==> config.mk <==
export PLATFORM = sky130hd
export DESIGN_NAME = quad_step_decoder
export DESIGN_NICKNAME = d
export VERILOG_FILES = /design/src/rtl/quad_step_decoder.sv
export SDC_FILE = /design/constraint.sdc
export NUM_CORES = 1
export LEC_CHECK = 0
export BUFFER_PORTS_ARGS = -buffer_cell sky130_fd_sc_hd__buf_4
export CORE_UTILIZATION = 45
export CTS_CLUSTER_SIZE = 40
export DETAILED_ROUTE_END_ITERATION = 8
export PLACE_DENSITY_LB_ADDON = 0.1
export SETUP_SLACK_MARGIN = 0.05
export SKIP_CTS_REPAIR_TIMING = 1
export SYNTH_ARGS = -nofsm -noshare
export SYNTH_HDL_FRONTEND = slang
export SYNTH_SLANG_ARGS = --single-unit
export TNS_END_PERCENT = 1
==> constraint.sdc <==
create_clock -name clk -period 1.65 [get_ports clk]
set_input_delay 0.0825 -clock clk [delete_from_list [all_inputs] [get_ports clk]]
set_output_delay 0.0825 -clock clk [all_outputs]
set_load 0.005 [all_outputs]
==> src/rtl/quad_step_decoder.sv <==
// Quadrature A/B front end: synchronise, deglitch and decode Gray-code phase steps for an up/down counter.
// Build option QSD_ERR_CNT_EN adds a saturating illegal-transition counter on err_cnt.
module quad_step_decoder #(
    parameter int SYNC_STAGES = 2,
    parameter int FILTER_LEN  = 3,
    parameter int CNT_W       = 4
) (
    input  logic       clk,
    input  logic       rst,
    input  logic       a_in,
    input  logic       b_in,
    output logic       step,
    output logic       dir,
    output logic       err,
    output logic [1:0] phase,
    output logic [7:0] err_cnt
);

    localparam logic [CNT_W-1:0] FILT_LAST = CNT_W'(FILTER_LEN - 1);

    // Channel index 1 is A, 0 is B, so phase reads as {a,b}.
    logic [SYNC_STAGES-1:0] sync_p0 [2];
    logic [1:0]             sab;
    logic [CNT_W-1:0]       filt_cnt [2];
    logic [1:0]             prev_phase;
    logic                   primed;
    logic [1:0]             prime_ref;
    logic [CNT_W-1:0]       prime_cnt;
    logic                   is_up, is_down, is_bad;

    assign sab = {sync_p0[1][SYNC_STAGES-1], sync_p0[0][SYNC_STAGES-1]};

    // Position of a phase along the up-counting Gray cycle 00,10,11,01.
    function automatic logic [1:0] gray_pos(input logic [1:0] p);
        case (p)
            2'b00:   gray_pos = 2'd0;
            2'b10:   gray_pos = 2'd1;
            2'b11:   gray_pos = 2'd2;
            default: gray_pos = 2'd3;
        endcase
    endfunction

    always_comb begin
        logic [1:0] delta;
        delta   = gray_pos(phase) - gray_pos(prev_phase);
        is_up   = primed && (delta == 2'd1);
        is_down = primed && (delta == 2'd3);
        is_bad  = primed && (delta == 2'd2);
    end

    always_ff @(posedge clk) begin
        if (rst) begin
            for (int i = 0; i < 2; i++) begin
                sync_p0[i]  <= '0;
                filt_cnt[i] <= '0;
            end
            phase      <= 2'b00;
            prev_phase <= 2'b00;
            primed     <= 1'b0;
            prime_ref  <= 2'b00;
            prime_cnt  <= '0;
            step       <= 1'b0;
            err        <= 1'b0;
            dir        <= 1'b1;
        end else begin
            sync_p0[1] <= {sync_p0[1][SYNC_STAGES-2:0], a_in};
            sync_p0[0] <= {sync_p0[0][SYNC_STAGES-2:0], b_in};

            // Decode stage: compare the phase against its value one cycle earlier.
            prev_phase <= phase;
            step       <= is_up || is_down;
            err        <= is_bad;
            if (is_up || is_down)
                dir <= is_up;

            if (primed) begin
                for (int i = 0; i < 2; i++) begin
                    if (sab[i] == phase[i]) begin
                        filt_cnt[i] <= '0;
                    end else if (filt_cnt[i] == FILT_LAST) begin
                        phase[i]    <= sab[i];
                        filt_cnt[i] <= '0;
                    end else begin
                        filt_cnt[i] <= filt_cnt[i] + 1'b1;
                    end
                end
            end else begin
                // Priming: load both channels silently once they have settled together.
                if (sab != prime_ref) begin
                    prime_ref <= sab;
                    prime_cnt <= '0;
                end else if (prime_cnt == FILT_LAST) begin
                    phase      <= prime_ref;
                    prev_phase <= prime_ref;
                    primed     <= 1'b1;
                    prime_cnt  <= '0;
                end else begin
                    prime_cnt <= prime_cnt + 1'b1;
                end
            end
        end
    end

`ifdef QSD_ERR_CNT_EN
    logic [7:0] err_cnt_q;

    always_ff @(posedge clk) begin
        if (rst)
            err_cnt_q <= 8'h00;
        else if (err && err_cnt_q != 8'hFF)
            err_cnt_q <= err_cnt_q + 8'h01;
    end

    assign err_cnt = err_cnt_q;
`else
    assign err_cnt = 8'h00;
`endif

endmodule

[Word-level counts from Yosys, hierarchy flattened]
Memories as Yosys holds them, arrays and structs flattened.
Cells that the tools add are included.
Word-level totals
  word-level logic and storage cells: 104
  memory bits (writable): 12
  output and inout port bits: 13
  input bits: 4
  bits in latches: 0
  bits in read-only memories: 0
  memories kept: 2
  bits in registers: 14
Operators by class
  reduce and logical (&&, ||, !) cells: 9
  magnitude comparators: 0
  bitwise logic cells: 9
  divide/modulo/power cells: 0
  shift operators: 0
  multiplexer cells: 54
  multipliers: 0
  $add $sub $neg: 4
  equality and inequality tests: 17
Memory list
  filt_cnt: words 2, width 4, read ports 2, clocked after memory_dff 0, write ports 2, RTL line 24  | logic [CNT_W-1:0] filt_cnt [2];
  sync_p0: words 2, width 2, read ports 2, clocked after memory_dff 0, write ports 2, RTL line 22  | logic [SYNC_STAGES-1:0] sync_p0 [2];
Operator list (count)
  $mux W1: 38
  $mux W4: 8
  $add A4 B1 Y4 const B: 3
  $eq A2 B2 Y1 const B: 6
  $eq A4 B2 Y1 const B: 3
  $mux W2: 6
  $pmux W2 S3: 2
  $or A1 B1 Y1: 8
  $reduce_and A2 Y1: 3
  $logic_not A2 Y1: 2
  $ne A2 B1 Y1 const B: 2
  $ne A2 B2 Y1 const B: 2
  $logic_and A1 B1 Y1: 3
  $eq A1 B1 Y1: 2
  $eq A2 B1 Y1 const B: 1
  $ne A2 B2 Y1: 1
  $sub A2 B2 Y2: 1
  $logic_or A1 B1 Y1: 1
  $not A1 Y1: 1

[Depth between registers and ports, before layout]
An unclocked memory read counts as a cell.
  depth in word-level cells: 9
  mapped depth: 7

[Worst setup path after synthesis]
OpenSTA, ideal clock, no wires.
  path kind: reg2reg
  from: register prime_cnt[0]
  to: register prev_phase[0]
  data required time: 1.576 ns
  period minus slack after synthesis: 1.613 ns
  path slack: 0.037 ns
  arrival: 1.538 ns
  cell stages (with the launch flop): 6
  path through: dfxtp_1 -> inv_1 -> ha_1 -> or3b_4 -> or4_1 -> a31oi_1
On the way
  cells in the longest elaborated chain, start to end: 4
RTL lines
  start, declared: RTL line 28  | logic [CNT_W-1:0] prime_cnt;
  start signal, assigned: RTL line 98  | prime_cnt <= prime_cnt + 1'b1;
  $eq A4 B2 Y1: RTL line 92  | end else if (prime_cnt == FILT_LAST) begin
  $mux W2 (2 in series)
  $mux W2: RTL line 76  | if (primed) begin
  end signal, assigned: RTL line 70  | prev_phase <= phase;
  end signal, assigned: RTL line 94  | prev_phase <= prime_ref;
  end, declared: RTL line 25  | logic [1:0] prev_phase;
Every way passes these cells.
A chain may end at the register's enable or synchronous reset.

[Final worst setup path]
Ends and elaborated chain as after synthesis.

==> results by group <==
Synthesis
  – Ys async rst share: 0%
  – Synthesis Warnings: 0
  – Avg Synthesized Cell Area: about 10 µm²
  – Post-synth EDFFs: 8
  – Mapped Area: between 1000 and 1500 µm²
  – Seq/Total Area, Yosys: 43.6%
  – Synthesized instance count: 136
  – Synth unique cells: 35
  – Area fraction of the dominant cell type after synthesis: about a quarter
  – Most frequent cell after synthesis: dfxtp_1
  – Synth area leader: dfxtp_1
  – FF+latch count, synth: 26
  – Synth top area cells: dfxtp_1 26%, edfxtp_1 17%, ha_1 10%
  – Synth top cells by count: 18 x dfxtp_1, 14 x nor2_1, 11 x ha_1
  – Synth Flop Type: dfxtp_1

Timing
  – Fin. Hold Viols: 0
  – Period utilization: between 90% and 100%
  – Min Tclk post-route: 1.62 ns
  – Setup violators final: 0
  – Unrepaired setup endpoints after global routing: true
  – Slew Limit Fails: 0
  – Fmax: 616 MHz
  – Worst-Margin Slew: 0.527 ns
  – Worst clock skew: 0.0122 ns
  – Worst relative slew slack: 64.7%

Floorplanning
  – Die H: 57.4 µm
  – Die area: 3290 µm²
  – Initial Util: 48.7%
  – Std-Cell Rows: 19
  – Core Area: 2830 µm²
  – Die W: roughly 57 µm
  – IO Pins: 17

Cells and area
  – Filler cells: around 240
  – Layout Nets: 170
  – Multi-input gate area: 741 µm²
  – Sequential cell area: roughly 600 µm²
  – Final core utilization: 57.1%
  – Area delta synth->final: 17.1%
  – # diodes: 0
  – Layout cells sized above 1: 21.4%

Global route
  – Vias in the first global route: around 910
  – Largest net degree at the start of global routing: 17
  – GR Util All Layers: 15.7%
  – Total gr overflow: 0
  – Antenna violations before repair: 0
  – First-pass GRT wire length: 3.97 mm

Worst hold path
  – Hold crit path type: input port to register
  – Hold Path Depth: 2
  – Worst min-delay path endpoint: sync_p0[0][3]
  – Worst Hold Launch: rst

Critical path
  – Reg2Reg Setup Slack: 0.03 ns
  – R2R Path End: prev_phase[0]
  – Critical Setup Path Class: register to register
  – Crit path required time: 1.92 ns
  – Reg2Reg Depth: 5
  – Max FO, Critical Path: 5
  – Max incr delay on CP: 0.41 ns
  – Critical Path Source Type: register
  – Worst reg2reg path startpoint: prime_cnt[0]
  – Worst path arrival time: 1.90 ns
  – Setup crit end kind: register
  – Cell Chain, Critical Path: inv_1, ha_1, or3b_4, or4_1, a31oi_1
  – Critical-path top delay cell: or3b_4

Power and ir drop
  – P_leak: 0.667 nW
  – Worst vdd ir: 0.395 mV
  – Clock power frac: about a third
  – Internal: 1.03 mW
  – Power Density: 840 nW/µm²
  – Total power: 1.36 mW
  – Combinational share of power: 13.8%
  – Sw Ratio: roughly a quarter
  – Reg power frac: 53.5%
  – NetSw: around 0.32 mW

Clock network
  – Root Buffer Master: clkbuf_4
  – Htree depth: 1
  – CTS tree: yes
  – Clock Latency Late Sink: 0.33 ns
  – CTS Buf Count: 3
  – Clock-pin slew on the worst setup and hold paths: 0.15 ns
  – CTS Buffer Depth: 2
  – Clk sinks: 26

Placement
  – # port buffers: 8
  – Routability Congestion: 0.714
  – Post-DP HPWL: around 1.8 mm

Run status
  – Failing checks: design-rule violations
  – Status: finished, violations left

Routing
  – Total number of vias: 979
  – DRT antenna net count: 0
  – Wire per inst: 12.9 µm
  – Via-to-Cell Ratio: 5.29
  – Final wirelength: 2.38 mm
  – Initial DRC Count: 38
  – DRC Markers: 2
  – DR pass1 iterations: 6

Flow run
  – Max-cap viol count: 0
-- power groups by stage --
stage	Clock, mW	Combinational (mW)	Sequential, mW
floorplan	0	0.128	0.730
global placement	0	0.157	0.735
CTS	0.458	0.162	0.724
finish	0.444	0.187	0.726
detailed placement	0	0.161	0.738
global route	0.474	0.208	0.730
-- cell usage in the layout, fill, tap and decap left out, drive strengths merged, types with 5 or more instances in the layout --
| cell | netlist | final |
|---|---|---|
| edfxtp | 8 | 8 |
| conb | 1 | 8 |
| nor2b | 6 | 6 |
| buf | 10 | 18 |
| nor2 | 14 | 14 |
| xor2 | 5 | 5 |
| dfxtp | 18 | 18 |
| inv | 6 | 6 |
| xnor2 | 6 | 6 |
| mux2i | 5 | 5 |
| ha | 11 | 11 |
-- cells by family after synthesis --
kind of cell | Yosys count | synth area share, %
fa+ha+maj | 11 | 9.98
other cells | 1 | 0.272
compound gates | 17 | 8.71
flops | 26 | 43.6
xor+xnor | 12 | 8.71
mux | 5 | 3.63
simple gates | 45 | 17.6
buf+inv | 19 | 7.53
-- layer usage --
layer / track usage (%) / wire length [µm]
met1: 21.3 / 1150
met2: 25.2 / 1120
met3: 2.04 / 75
met4: 6.27 / 38
met5: 0 / 0
-- through the flow --
step	instance area (µm²)	instances	TNS, ns	worst slack [ns]	hold WS, ns
6_report	1610	185	0	0.0261	0.00962
5_1_grt	1610	185	-0.0414	-0.0414	0.0169
4_1_cts	1540	182	-0.0760	-0.0441	-0.0548
3_5_place_dp	1490	178	-0.0382	-0.0277	0.308
3_3_place_gp	1490	178	0	0.0212	0.301
2_1_floorplan	1410	143	0	0.0700	0.211
-- flip-flops by register name, summed over array words and instances (netlist names) --
register and cells:
filt_cnt 8, prime_cnt 4, sync_p0 4, phase 2, prev_phase 2, prime_ref 2, dir 1, err 1
primed 1, step 1
-- layout make-up --
type	instances	share of cell area (%)
inverters	6	1.40
repair buffers	20	9.61
well taps	31	2.40
flip-flops and latches	26	37.4
clock buffers	3	1.40
clock inverters	1	1.86
multi-input cells	98	45.9
-- how the worst max path moves through the flow --
stage | from | endpoint | slack, ns
after floorplan | prime_cnt[0] | prev_phase[0] | 0.07
after global placement | prime_cnt[0] | prev_phase[0] | 0.02
after detailed placement | prime_cnt[0] | prev_phase[0] | -0.03
after CTS | prime_cnt[0] | prev_phase[0] | -0.04
after global routing | prime_cnt[0] | prev_phase[0] | -0.04
final | prime_cnt[0] | prev_phase[0] | 0.03
-- critical path: cells and delay by family (launching register included) --
family | cells | cell delay (ns)
DFF | 1 | 0.38
AOI/OAI and AO/OA | 1 | 0.17
adders and majority gates | 1 | 0.15
buffers and inverters | 1 | 0.06
and+or+nand+nor | 2 | 0.82
No activity file was read; power rests on OpenSTA's default activity.
